$ cat src/rtl/oup_ulpi_phy_sm.sv
// PHY-side ULPI synchronous-mode state machine: answers link TX CMDs, owns dir/nxt,
// serves a small register file and bridges line-side transmit/receive traffic.
module oup_ulpi_phy_sm #(
   parameter int         REG_COUNT  = 16,
   parameter logic [7:0] REG0_RESET = 8'h24
) (
   input  logic       clk_i,
   input  logic       rst_i,
   input  logic [7:0] ulpi_data_i,
   output logic [7:0] ulpi_data_o,
   output logic       ulpi_dir_o,
   input  logic       ulpi_stp_i,
   output logic       ulpi_nxt_o,
   output logic [7:0] tx_data_o,
   output logic       tx_valid_o,
   output logic [3:0] tx_pid_o,
   input  logic       tx_ready_i,
   output logic       tx_done_o,
   input  logic       rx_active_i,
   input  logic [7:0] rx_data_i,
   input  logic       rx_valid_i,
   input  logic [1:0] linestate_i,
   output logic       reg_wr_o,
   output logic [5:0] reg_addr_o,
   output logic [7:0] reg_wdata_o
);
   localparam logic [3:0] S_IDLE    = 4'd0;
   localparam logic [3:0] S_WR_CMD  = 4'd1;
   localparam logic [3:0] S_WR_DATA = 4'd2;
   localparam logic [3:0] S_WR_STP  = 4'd3;
   localparam logic [3:0] S_RD_CMD  = 4'd4;
   localparam logic [3:0] S_RD_TA   = 4'd5;
   localparam logic [3:0] S_RD_DATA = 4'd6;
   localparam logic [3:0] S_TX_CMD  = 4'd7;
   localparam logic [3:0] S_TX_DATA = 4'd8;
   localparam logic [3:0] S_RX      = 4'd9;
   localparam logic [3:0] S_RX_LAST = 4'd10;
   localparam logic [3:0] S_LS_TA   = 4'd11;
   localparam logic [3:0] S_TA_OUT  = 4'd12;

   logic [3:0] r_state;
   logic [5:0] r_addr;
   logic [7:0] r_wbyte;
   logic       r_rx_prev, r_rx_pend, r_ls_pend;
   logic [1:0] r_ls_prev;
   logic [7:0] r_data_o, r_tx_data, r_reg_wdata;
   logic       r_dir, r_nxt, r_tx_valid, r_tx_done, r_reg_wr;
   logic [3:0] r_tx_pid;
   logic [5:0] r_reg_addr;
   logic [7:0] r_regs [REG_COUNT];

   logic       w_rx_rise, w_ls_chg, w_rx_start;
   logic [1:0] w_cmd_op;
   logic [7:0] w_rxcmd, w_rd_data;

   assign w_rx_rise  = rx_active_i & ~r_rx_prev;
   assign w_ls_chg   = (linestate_i != r_ls_prev);
   assign w_rx_start = rx_active_i & (w_rx_rise | r_rx_pend);
   assign w_cmd_op   = ulpi_data_i[7:6];
   assign w_rxcmd    = {3'b000, rx_active_i, 2'b00, linestate_i};

   // NOTE: every always_comb output gets a default first so no latch is inferred.
   always_comb begin
      w_rd_data = 8'h00;
      for (int i = 0; i < REG_COUNT; i++)
         if (r_addr == 6'(i)) w_rd_data = r_regs[i];
   end

   // NOTE: sequential state uses non-blocking assignments only; the register file
   // is reset along with the FSM because software expects the reset values back.
   always_ff @(posedge clk_i or posedge rst_i) begin
      if (rst_i) begin
         r_state     <= S_IDLE;
         r_addr      <= '0;
         r_wbyte     <= '0;
         r_rx_prev   <= 1'b0;
         r_rx_pend   <= 1'b0;
         r_ls_prev   <= '0;
         r_ls_pend   <= 1'b0;
         r_data_o    <= '0;
         r_dir       <= 1'b0;
         r_nxt       <= 1'b0;
         r_tx_data   <= '0;
         r_tx_valid  <= 1'b0;
         r_tx_pid    <= '0;
         r_tx_done   <= 1'b0;
         r_reg_wr    <= 1'b0;
         r_reg_addr  <= '0;
         r_reg_wdata <= '0;
         for (int i = 0; i < REG_COUNT; i++)
            r_regs[i] <= (i == 0) ? REG0_RESET : 8'h00;
      end else begin
         r_rx_prev  <= rx_active_i;
         r_ls_prev  <= linestate_i;
         r_tx_valid <= 1'b0;
         r_tx_done  <= 1'b0;
         r_reg_wr   <= 1'b0;
         // Events arriving mid-operation are remembered and serviced from IDLE.
         if (w_rx_rise && r_state != S_IDLE) r_rx_pend <= 1'b1;
         if (w_ls_chg && r_state != S_IDLE) r_ls_pend <= 1'b1;
         case (r_state)
            S_IDLE: begin
               r_rx_pend <= 1'b0;
               if (w_rx_start) begin
                  r_dir    <= 1'b1;
                  r_nxt    <= 1'b1;
                  r_data_o <= 8'h00;
                  r_state  <= S_RX;
               end else if (r_ls_pend || (w_ls_chg && w_cmd_op == 2'b00 && !rx_active_i)) begin
                  r_ls_pend <= 1'b0;
                  r_dir     <= 1'b1;
                  r_nxt     <= 1'b0;
                  r_data_o  <= 8'h00;
                  r_state   <= S_LS_TA;
               end else begin
                  if (w_ls_chg) r_ls_pend <= 1'b1;
                  r_addr <= ulpi_data_i[5:0];
                  case (w_cmd_op)
                     2'b01: begin
                        r_tx_pid <= ulpi_data_i[3:0];
                        r_nxt    <= tx_ready_i;
                        r_state  <= S_TX_CMD;
                     end
                     2'b10: begin
                        r_nxt   <= 1'b1;
                        r_state <= S_WR_CMD;
                     end
                     2'b11: begin
                        r_nxt   <= 1'b1;
                        r_state <= S_RD_CMD;
                     end
                     default: ;
                  endcase
               end
            end
            S_WR_CMD: begin
               if (ulpi_stp_i) begin
                  r_nxt   <= 1'b0;
                  r_state <= S_IDLE;
               end else begin
                  r_state <= S_WR_DATA;
               end
            end
            S_WR_DATA: begin
               r_nxt <= 1'b0;
               if (ulpi_stp_i) begin
                  r_state <= S_IDLE;
               end else begin
                  r_wbyte <= ulpi_data_i;
                  r_state <= S_WR_STP;
               end
            end
            S_WR_STP: begin
               if (ulpi_stp_i) begin
                  r_reg_wr    <= 1'b1;
                  r_reg_addr  <= r_addr;
                  r_reg_wdata <= r_wbyte;
                  for (int i = 0; i < REG_COUNT; i++)
                     if (r_addr == 6'(i)) r_regs[i] <= r_wbyte;
                  r_state <= S_IDLE;
               end
            end
            S_RD_CMD: begin
               r_nxt    <= 1'b0;
               r_dir    <= 1'b1;
               r_data_o <= 8'h00;
               r_state  <= S_RD_TA;
            end
            S_RD_TA: begin
               r_data_o <= w_rd_data;
               r_state  <= S_RD_DATA;
            end
            S_RD_DATA: begin
               r_dir    <= 1'b0;
               r_data_o <= 8'h00;
               r_state  <= S_TA_OUT;
            end
            S_TX_CMD: begin
               // Receive may still pre-empt a TX CMD that has not been acknowledged.
               if (!r_nxt && w_rx_rise) begin
                  r_rx_pend <= 1'b0;
                  r_dir     <= 1'b1;
                  r_nxt     <= 1'b1;
                  r_data_o  <= 8'h00;
                  r_state   <= S_RX;
               end else begin
                  r_nxt <= tx_ready_i;
                  if (r_nxt) r_state <= S_TX_DATA;
               end
            end
            S_TX_DATA: begin
               if (ulpi_stp_i) begin
                  r_tx_done <= 1'b1;
                  r_nxt     <= 1'b0;
                  r_state   <= S_IDLE;
               end else begin
                  if (r_nxt) begin
                     r_tx_data  <= ulpi_data_i;
                     r_tx_valid <= 1'b1;
                  end
                  r_nxt <= tx_ready_i;
               end
            end
            S_RX: begin
               if (rx_active_i && rx_valid_i) begin
                  r_data_o <= rx_data_i;
                  r_nxt    <= 1'b1;
               end else begin
                  r_data_o <= w_rxcmd;
                  r_nxt    <= 1'b0;
                  if (!rx_active_i) r_state <= S_RX_LAST;
               end
            end
            S_LS_TA: begin
               r_data_o <= w_rxcmd;
               r_state  <= S_RX_LAST;
            end
            S_RX_LAST: begin
               r_dir    <= 1'b0;
               r_nxt    <= 1'b0;
               r_data_o <= 8'h00;
               r_state  <= S_TA_OUT;
            end
            S_TA_OUT: r_state <= S_IDLE;
            default:  r_state <= S_IDLE;
         endcase
      end
   end

   assign ulpi_data_o = r_data_o;
   assign ulpi_dir_o  = r_dir;
   assign ulpi_nxt_o  = r_nxt;
   assign tx_data_o   = r_tx_data;
   assign tx_valid_o  = r_tx_valid;
   assign tx_pid_o    = r_tx_pid;
   assign tx_done_o   = r_tx_done;
   assign reg_wr_o    = r_reg_wr;
   assign reg_addr_o  = r_reg_addr;
   assign reg_wdata_o = r_reg_wdata;
endmodule
$ cat config.mk
export PLATFORM = sky130hd
export DESIGN_NAME = oup_ulpi_phy_sm
export DESIGN_NICKNAME = d
export VERILOG_FILES = /design/src/rtl/oup_ulpi_phy_sm.sv
export SDC_FILE = /design/constraint.sdc
export NUM_CORES = 1
export LEC_CHECK = 0
export BUFFER_PORTS_ARGS = -buffer_cell sky130_fd_sc_hd__buf_2
export CAP_MARGIN = 10
export CORE_UTILIZATION = 51
export DETAILED_ROUTE_END_ITERATION = 7
export PLACE_DENSITY = 0.72
export SLEW_MARGIN = 10
export SYNTH_ARGS = -nofsm -noshare
export SYNTH_HDL_FRONTEND = slang
export SYNTH_SLANG_ARGS = --single-unit
$ cat constraint.sdc
create_clock -name clk_i -period 6.9 [get_ports clk_i]
set_clock_uncertainty 0.1 [all_clocks]
set_input_delay 1.38 -clock clk_i [delete_from_list [all_inputs] [get_ports clk_i]]
set_output_delay 1.38 -clock clk_i [all_outputs]
set_load 0.1 [all_outputs]
==> results.yml, run 1 <==
sta:
  rsz0062_at_grt: "no"
  finalHoldViolCount: 0
  finalSetupTns_ns: 0
  timing_max_transition_violations_final: 0
  tightestPinTransition_ns: 1.03
  period_minus_slack_ns: 3.21
  layout_setup_ws_ns: 3.69
  max_clock_freq_mhz: 311
  post-route-period-util: 0.466
  maxSlewHeadroom: 0.316
  final_setup_violation_count: 0
grt:
  antenna_found_initial: 1
  via_count_of_the_first_global_routing_pass: 6493
  grt_max_degree: 135
  groute.usage.overall: 0.264
  global_route.overflow_total: 0
  grt_first_pass_wirelength_um: 36500
floorplan:
  core-area_um2: 17500
  fp-row-count: 48
  pin_count: 63
  die_span_in_y_um: 136
  die_w_um: 136
  die-area_um2: 18600
  start_util: 0.528
power:
  p_leak_nw: 4.88
  power-per-cell-area_nw_per_um2: 444
  max_ir_drop_vdd_v: 0.000351
final_layout:
  stdcell_area_um2: 10300
  final_cell_count_no_fill: 1007
  final_nets: 793
  n_fill_cell: 1391
  antennaDiodeCount: 0
  area_growth_syn_to_layout_pct: 11.3
  post_route_cells_drive_above_1_share: 0.393
route:
  drt_pass1_iterations: 6
  drt_wl_total_um: 23200
  detail-route-antenna-nets: 0
  detail_route.wl_per_cell_um: 23.1
  detail_route.drc_violations: 0
  num_vias: 6431
  drt_iter0_drc: 442
  post_drt_via_cell_ratio: 6.39
logic_synthesis:
  synth_largest_area_cell: "sky130_fd_sc_hd__dfrtp_1"
  asyncSetResetFlopFracSynth: 1.00
  synth_top_area_frac: 0.510
  synth_area_leaders: "sky130_fd_sc_hd__dfrtp_1 51%, sky130_fd_sc_hd__mux2_2 21%, sky130_fd_sc_hd__mux4_2 2.2%"
  synth_fp_nets: 758
  dominantRegCellSynth: "sky130_fd_sc_hd__dfrtp_1"
  cell_count_after_synthesis: 734
  synth-edff-count: 0
  synth_seq_area_share: 0.516
  ffs_latches_synth: 190
  synth.avg_cell_area_um2: 12.6
  netlist_cell_types: 75
  synthesis.area_um2: 9230
  ys_warn_count: 0
place:
  place_hpwl_um: 15000
  gp_congestion: 0.913
  place.detailed.instances: 974
  place.port_buffers: 62
  detailed_place.area_um2: 9610
  dp_slack_ns: 3.57
run_status:
  run_status: "completed"
worst_setup_path:
  critical_path_arrival_ns: 3.43
  critical_path.max_fanout: 42
  required_ns: 7.12
  crit_path_end_kind: "register"
  crit_type: "reg -> reg"
  critical_path.startpoint_type: "register"
clocking:
  htree_num_levels: 4
  tritoncts: "yes"
  clk_path_buf_depth: 2
  cts.clk_slew.worst_paths_ns: 0.08
  postCtsHoldBufs: 0
  ctsResizeCount: 0
  count_of_buffers_added_by_post_cts_timing_repair_for_setup: 0
  root_buffer: "sky130_fd_sc_hd__clkbuf_16"
  clkLatencyLatePin_ns: 0.44
  cts_num_sinks: 190
  cts_made_buffers: 17
hold_path:
  worstHoldPathType: "reg -> reg"
flow_run:
  max-cap-violations: 0
cell usage after synthesis (9+ instances only):
library cell	number
sky130_fd_sc_hd__clkbuf_1	15
sky130_fd_sc_hd__buf_2	29
sky130_fd_sc_hd__mux2i_1	16
sky130_fd_sc_hd__nor2_1	20
sky130_fd_sc_hd__inv_1	9
sky130_fd_sc_hd__nand2_1	27
sky130_fd_sc_hd__nor3_1	14
sky130_fd_sc_hd__mux2_2	173
sky130_fd_sc_hd__a21oi_1	23
sky130_fd_sc_hd__dfrtp_1	188
sky130_fd_sc_hd__nand3_1	25
sky130_fd_sc_hd__mux4_2	9
sky130_fd_sc_hd__o21ai_0	25
registers in the layout, summed over array words and instances (netlist names):
register     cells
tx_data_o        8
r_wbyte          8
r_rx_prev        1
ulpi_data_o      8
reg_wr_o         1
tx_valid_o       1
r_rx_pend        1
ulpi_nxt_o       1
r_regs         128
r_state          4
r_ls_prev        2
reg_addr_o       6
r_ls_pend        1
ulpi_dir_o       1
reg_wdata_o      8
tx_pid_o         4
r_addr           6
tx_done_o        1
per-layer routing:
metal | GRT usage | vias up | part of all wire
li1 | - | 2827 | -
met1 | 0.363 | 3305 | 0.43
met4 | 0.107 | 0 | 0.027
met5 | 0 | - | 0
met3 | 0.0615 | 51 | 0.069
met2 | 0.404 | 248 | 0.47
cell usage in the layout, fill, tap and decap left out, types with 9 or more instances in the layout:
cell type,Yosys,layout
sky130_fd_sc_hd__dfrtp_1,188,186
sky130_fd_sc_hd__mux2_2,173,173
sky130_fd_sc_hd__buf_2,29,62
sky130_fd_sc_hd__nand2_1,27,27
sky130_fd_sc_hd__nand3_1,25,25
sky130_fd_sc_hd__o21ai_0,25,25
sky130_fd_sc_hd__a21oi_1,23,23
sky130_fd_sc_hd__nor2_1,20,20
sky130_fd_sc_hd__clkbuf_16,0,17
sky130_fd_sc_hd__mux2i_1,16,16
sky130_fd_sc_hd__nor3_1,14,14
sky130_fd_sc_hd__mux4_2,9,9
critical path, stage by stage (launching register included):
cell	delay, ns
sky130_fd_sc_hd__dfrtp_2	0.77
sky130_fd_sc_hd__buf_4	0.60
sky130_fd_sc_hd__mux4_2	0.60
sky130_fd_sc_hd__a22o_1	0.20
sky130_fd_sc_hd__o211ai_1	0.32
sky130_fd_sc_hd__a211oi_1	0.18
sky130_fd_sc_hd__a221o_2	0.32
power breakdown:
group          leakage (nW)  internal, W  switching [W]
clock                 0.313     0.000564       0.000491
sequential             2.55      0.00134       0.000421
combinational          2.02     0.000524        0.00122
layout make-up:
| type | count | area [um^2] | share of cell area |
|---|---|---|---|
| multi-input combinational | 481 | 4170 | 0.406 |
| tap | 225 | 282 | 0.0274 |
| clock inverter | 14 | 215 | 0.0210 |
| timing repair buffer | 70 | 370 | 0.0361 |
| sequential | 190 | 4760 | 0.464 |
| inverter | 9 | 41.3 | 0.00402 |
| clock buffer | 18 | 429 | 0.0418 |
logic make-up (layout without fill, tap and decap cells):
kind of cell | Yosys count | in the layout | synth area share
multiplexers | 199 | 199 | 0.252
flip-flops | 190 | 190 | 0.516
AND/OR/NAND/NOR | 144 | 144 | 0.0903
AO/OA/AOI/OAI | 133 | 133 | 0.105
buffers and inverters | 63 | 111 | 0.0325
XOR/XNOR | 5 | 5 | 0.00475
final timing paths:
check	from	to	slack, ns	cells after the start
worst min register to register	ulpi_data_o[3]$_DFFE_PP0P_	ulpi_data_o[3]$_DFFE_PP0P_	0.39	1
max in group asynchronous	rst_i	r_addr[0]$_DFFE_PP0P_	4.27	3
worst max-delay path	r_addr[1]$_DFFE_PP0P_	ulpi_data_o[5]$_DFFE_PP0P_	3.69	6
worst min-delay path	ulpi_data_o[3]$_DFFE_PP0P_	ulpi_data_o[3]$_DFFE_PP0P_	0.39	1
worst max register to register	r_addr[1]$_DFFE_PP0P_	ulpi_data_o[5]$_DFFE_PP0P_	3.69	6
min in group asynchronous	rst_i	r_regs[20]$_DFFE_PP0P_	1.01	2
per-stage QoR:
step                      power (W)  hold slack [ns]   util
after floorplan             0.00309            0.371      -
after global placement      0.00345            0.357  0.550
after global routing        0.00474            0.416  0.587
after CTS                   0.00455            0.389  0.587
final                       0.00455            0.388  0.587
after detailed placement    0.00349            0.371  0.550
Power figures use the tool's default switching activity.
==> run 2: changes to the inputs <==
--- a/config.mk
+++ b/config.mk
@@ -5,6 +5,7 @@
 export SDC_FILE = /design/constraint.sdc
 export NUM_CORES = 1
 export LEC_CHECK = 0
+export ABC_AREA = 1
 export BUFFER_PORTS_ARGS = -buffer_cell sky130_fd_sc_hd__buf_2
 export CAP_MARGIN = 10
 export CORE_UTILIZATION = 51
==> constraint.sdc (replaced) <==
create_clock -name clk_i -period 2.9 [get_ports clk_i]
set_clock_uncertainty 0.1 [all_clocks]
set_input_delay 0.58 -clock clk_i [delete_from_list [all_inputs] [get_ports clk_i]]
set_output_delay 0.58 -clock clk_i [all_outputs]
set_load 0.1 [all_outputs]
==> run 2 against run 1 <==
Via count grew 5.1%. Synthesized cell count grew 38%. Cell area shrank 6.4%. Non-clock buffer count grew 2. Critical endpoint is now ulpi_data_o[4]$_DFFE_PP0P_. Register-to-register slack lost 3.2 ns. Largest cell class unchanged. Largest power group is now combinational logic. Utilization grew 1.1 points.
==> results.yml, run 2 <==
clocking:
  cts_made_buffers: 17
  postCtsHoldBufs: 0
  clkLatencyLatePin_ns: 0.43
  root_buffer: "sky130_fd_sc_hd__clkbuf_16"
  cts.clk_slew.worst_paths_ns: 0.07
  cts_num_sinks: 190
  count_of_buffers_added_by_post_cts_timing_repair_for_setup: 0
  tritoncts: "yes"
  htree_num_levels: 4
  ctsResizeCount: 0
  clk_path_buf_depth: 2
logic_synthesis:
  synth_seq_area_share: 0.560
  synth_top_area_frac: 0.554
  synth_fp_nets: 1036
  synth.most_common_cell: "sky130_fd_sc_hd__nand2_1"
  asyncSetResetFlopFracSynth: 1.00
  ffs_latches_synth: 190
  dominantRegCellSynth: "sky130_fd_sc_hd__dfrtp_1"
  ys_top_cells_by_count: "289 x sky130_fd_sc_hd__nand2_1, 188 x sky130_fd_sc_hd__dfrtp_1, 175 x sky130_fd_sc_hd__o21ai_0, 85 x sky130_fd_sc_hd__inv_1, 69 x sky130_fd_sc_hd__nor2_1"
  synth_largest_area_cell: "sky130_fd_sc_hd__dfrtp_1"
  synthesis.area_um2: 8500
  ys_warn_count: 0
  cell_count_after_synthesis: 1012
  synth-edff-count: 0
  netlist_cell_types: 34
  synth_area_leaders: "sky130_fd_sc_hd__dfrtp_1 55%, sky130_fd_sc_hd__nand2_1 13%, sky130_fd_sc_hd__o21ai_0 10%"
  synth.avg_cell_area_um2: 8.39
route:
  num_vias: 6762
  detail_route.wl_per_cell_um: 15.7
  drt_wl_total_um: 20400
  detail-route-antenna-nets: 0
  post_drt_via_cell_ratio: 5.21
  drt_pass1_iterations: 5
  drt_iter0_drc: 618
  detail_route.drc_violations: 0
power:
  post-layout-total-power_w: 0.00904
  p_leak_nw: 4.50
  max_ir_drop_vdd_v: 0.000933
  power-per-cell-area_nw_per_um2: 941
floorplan:
  fp-row-count: 46
  die_w_um: 131
  core-area_um2: 16100
  start_util: 0.529
  die_span_in_y_um: 131
  pin_count: 63
  die-area_um2: 17200
worst_setup_path:
  critical_path.max_fanout: 13
  critical_path_arrival_ns: 2.63
  crit_type: "reg -> reg"
  required_ns: 3.10
  critical_path.startpoint_type: "register"
  startpoint: "r_addr[4]$_DFFE_PP0P_"
  worstReg2RegStart: "r_addr[4]$_DFFE_PP0P_"
  crit_path_end_kind: "register"
final_layout:
  post_route_cells_drive_above_1_share: 0.142
  n_fill_cell: 1396
  mostFrequentLayoutCell: "sky130_fd_sc_hd__nand2_1"
  area_growth_syn_to_layout_pct: 13.1
  register_area_um2: 4760
  final_core_utilization: 0.599
  final_nets: 1092
  antennaDiodeCount: 0
  multiInputGateArea_um2: 3240
  max_flop_register: "r_regs"
  flip_flop_count_of_the_largest_register_all_copies_and_words_added: 128
  stdcell_area_um2: 9610
  final_cell_mix: "289 x sky130_fd_sc_hd__nand2_1, 188 x sky130_fd_sc_hd__dfrtp_1, 175 x sky130_fd_sc_hd__o21ai_0"
grt:
  groute.usage.overall: 0.259
  grt_first_pass_wirelength_um: 33300
  antenna_found_initial: 0
  global_route.overflow_total: 0
  grt_max_degree: 58
  via_count_of_the_first_global_routing_pass: 6409
place:
  detailed_place.area_um2: 9040
  place_hpwl_um: 13900
  dp_slack_ns: 0.507
  place.port_buffers: 62
  gp_congestion: 0.925
sta:
  layout_setup_ws_ns: 0.472
  maxSlewHeadroom: 0.455
  period_minus_slack_ns: 2.43
  tightestPinTransition_ns: 0.817
  max_clock_freq_mhz: 412
  post-route-period-util: 0.837
  rsz0062_at_grt: "no"
  finalHoldViolCount: 0
  final_setup_violation_count: 0
  timing_max_transition_violations_final: 0
flow_run:
  max-cap-violations: 0
hold_path:
  worstHoldPathType: "in -> async"
run_status:
  run_status: "completed"
==> run 2: through the flow <==
stage	TNS [ns]	hold slack (ns)	instances
2_1_floorplan	-42.64	0.345	1012
3_3_place_gp	0	0.359	1265
3_5_place_dp	0	0.366	1265
4_1_cts	0	0.0122	1297
5_1_grt	0	0.0200	1297
6_report	0	0.0174	1297
==> run 2: critical path: stages (launching register included) <==
cell                      delay (ns)
sky130_fd_sc_hd__dfrtp_1        0.41
sky130_fd_sc_hd__nor2_4         0.34
sky130_fd_sc_hd__nand3_2        0.26
sky130_fd_sc_hd__nor2_4         0.26
sky130_fd_sc_hd__inv_2          0.09
sky130_fd_sc_hd__or2_0          0.20
sky130_fd_sc_hd__nand2_1        0.08
sky130_fd_sc_hd__nand4_1        0.08
sky130_fd_sc_hd__nor2_1         0.18
sky130_fd_sc_hd__nand4_1        0.13
sky130_fd_sc_hd__nand2_1        0.11
sky130_fd_sc_hd__nand3_1        0.07
==> run 2: logic make-up after synthesis <==
| logic type | share of synthesized area |
|---|---|
| buffers and inverters | 0.0583 |
| xor gates and xnor gates | 0.00206 |
| AOI/OAI and AO/OA | 0.133 |
| and+or+nand+nor | 0.247 |
| DFF | 0.560 |
==> run 2: cell type report <==
| cell class | instances | area share |
|---|---|---|
| inverter | 95 | 0.0375 |
| sequential | 190 | 0.495 |
| clock buffer | 20 | 0.0465 |
| tap | 216 | 0.0281 |
| timing repair buffer | 72 | 0.0427 |
| clock inverter | 12 | 0.0129 |
| multi-input combinational | 692 | 0.337 |
==> run 2: worst paths after layout <==
path | endpoint | slack [ns] | cells past startpoint
max | ulpi_data_o[4]$_DFFE_PP0P_ | 0.47 | 11
min | r_regs[115]$_DFFE_PP0P_ | 0.02 | 2
max reg2reg | ulpi_data_o[4]$_DFFE_PP0P_ | 0.47 | 11
min reg2reg | r_regs[0]$_DFFE_PP0P_ | 0.38 | 2
max in group asynchronous | ulpi_nxt_o$_DFFE_PP0P_ | 2.01 | 3
min in group clk_i | r_rx_prev$_DFF_PP0_ | 0.18 | 1
==> run 2: layer usage <==
| layer | GRT usage | share of wire | vias to the layer above | routed length [um] |
|---|---|---|---|---|
| li1 | - | - | 3394 | - |
| met1 | 0.372 | 0.48 | 3199 | 9700 |
| met2 | 0.388 | 0.46 | 138 | 9320 |
| met3 | 0.0491 | 0.045 | 31 | 920 |
| met4 | 0.103 | 0.023 | 0 | 461 |
| met5 | 0 | 0 | - | 0 |
==> run 2: report_power, final <==
group / switching, W / internal [W]
combinational: 0.00280 / 0.000581
sequential: 0.000283 / 0.00308
clock: 0.00107 / 0.00123
total: 0.00415 / 0.00489
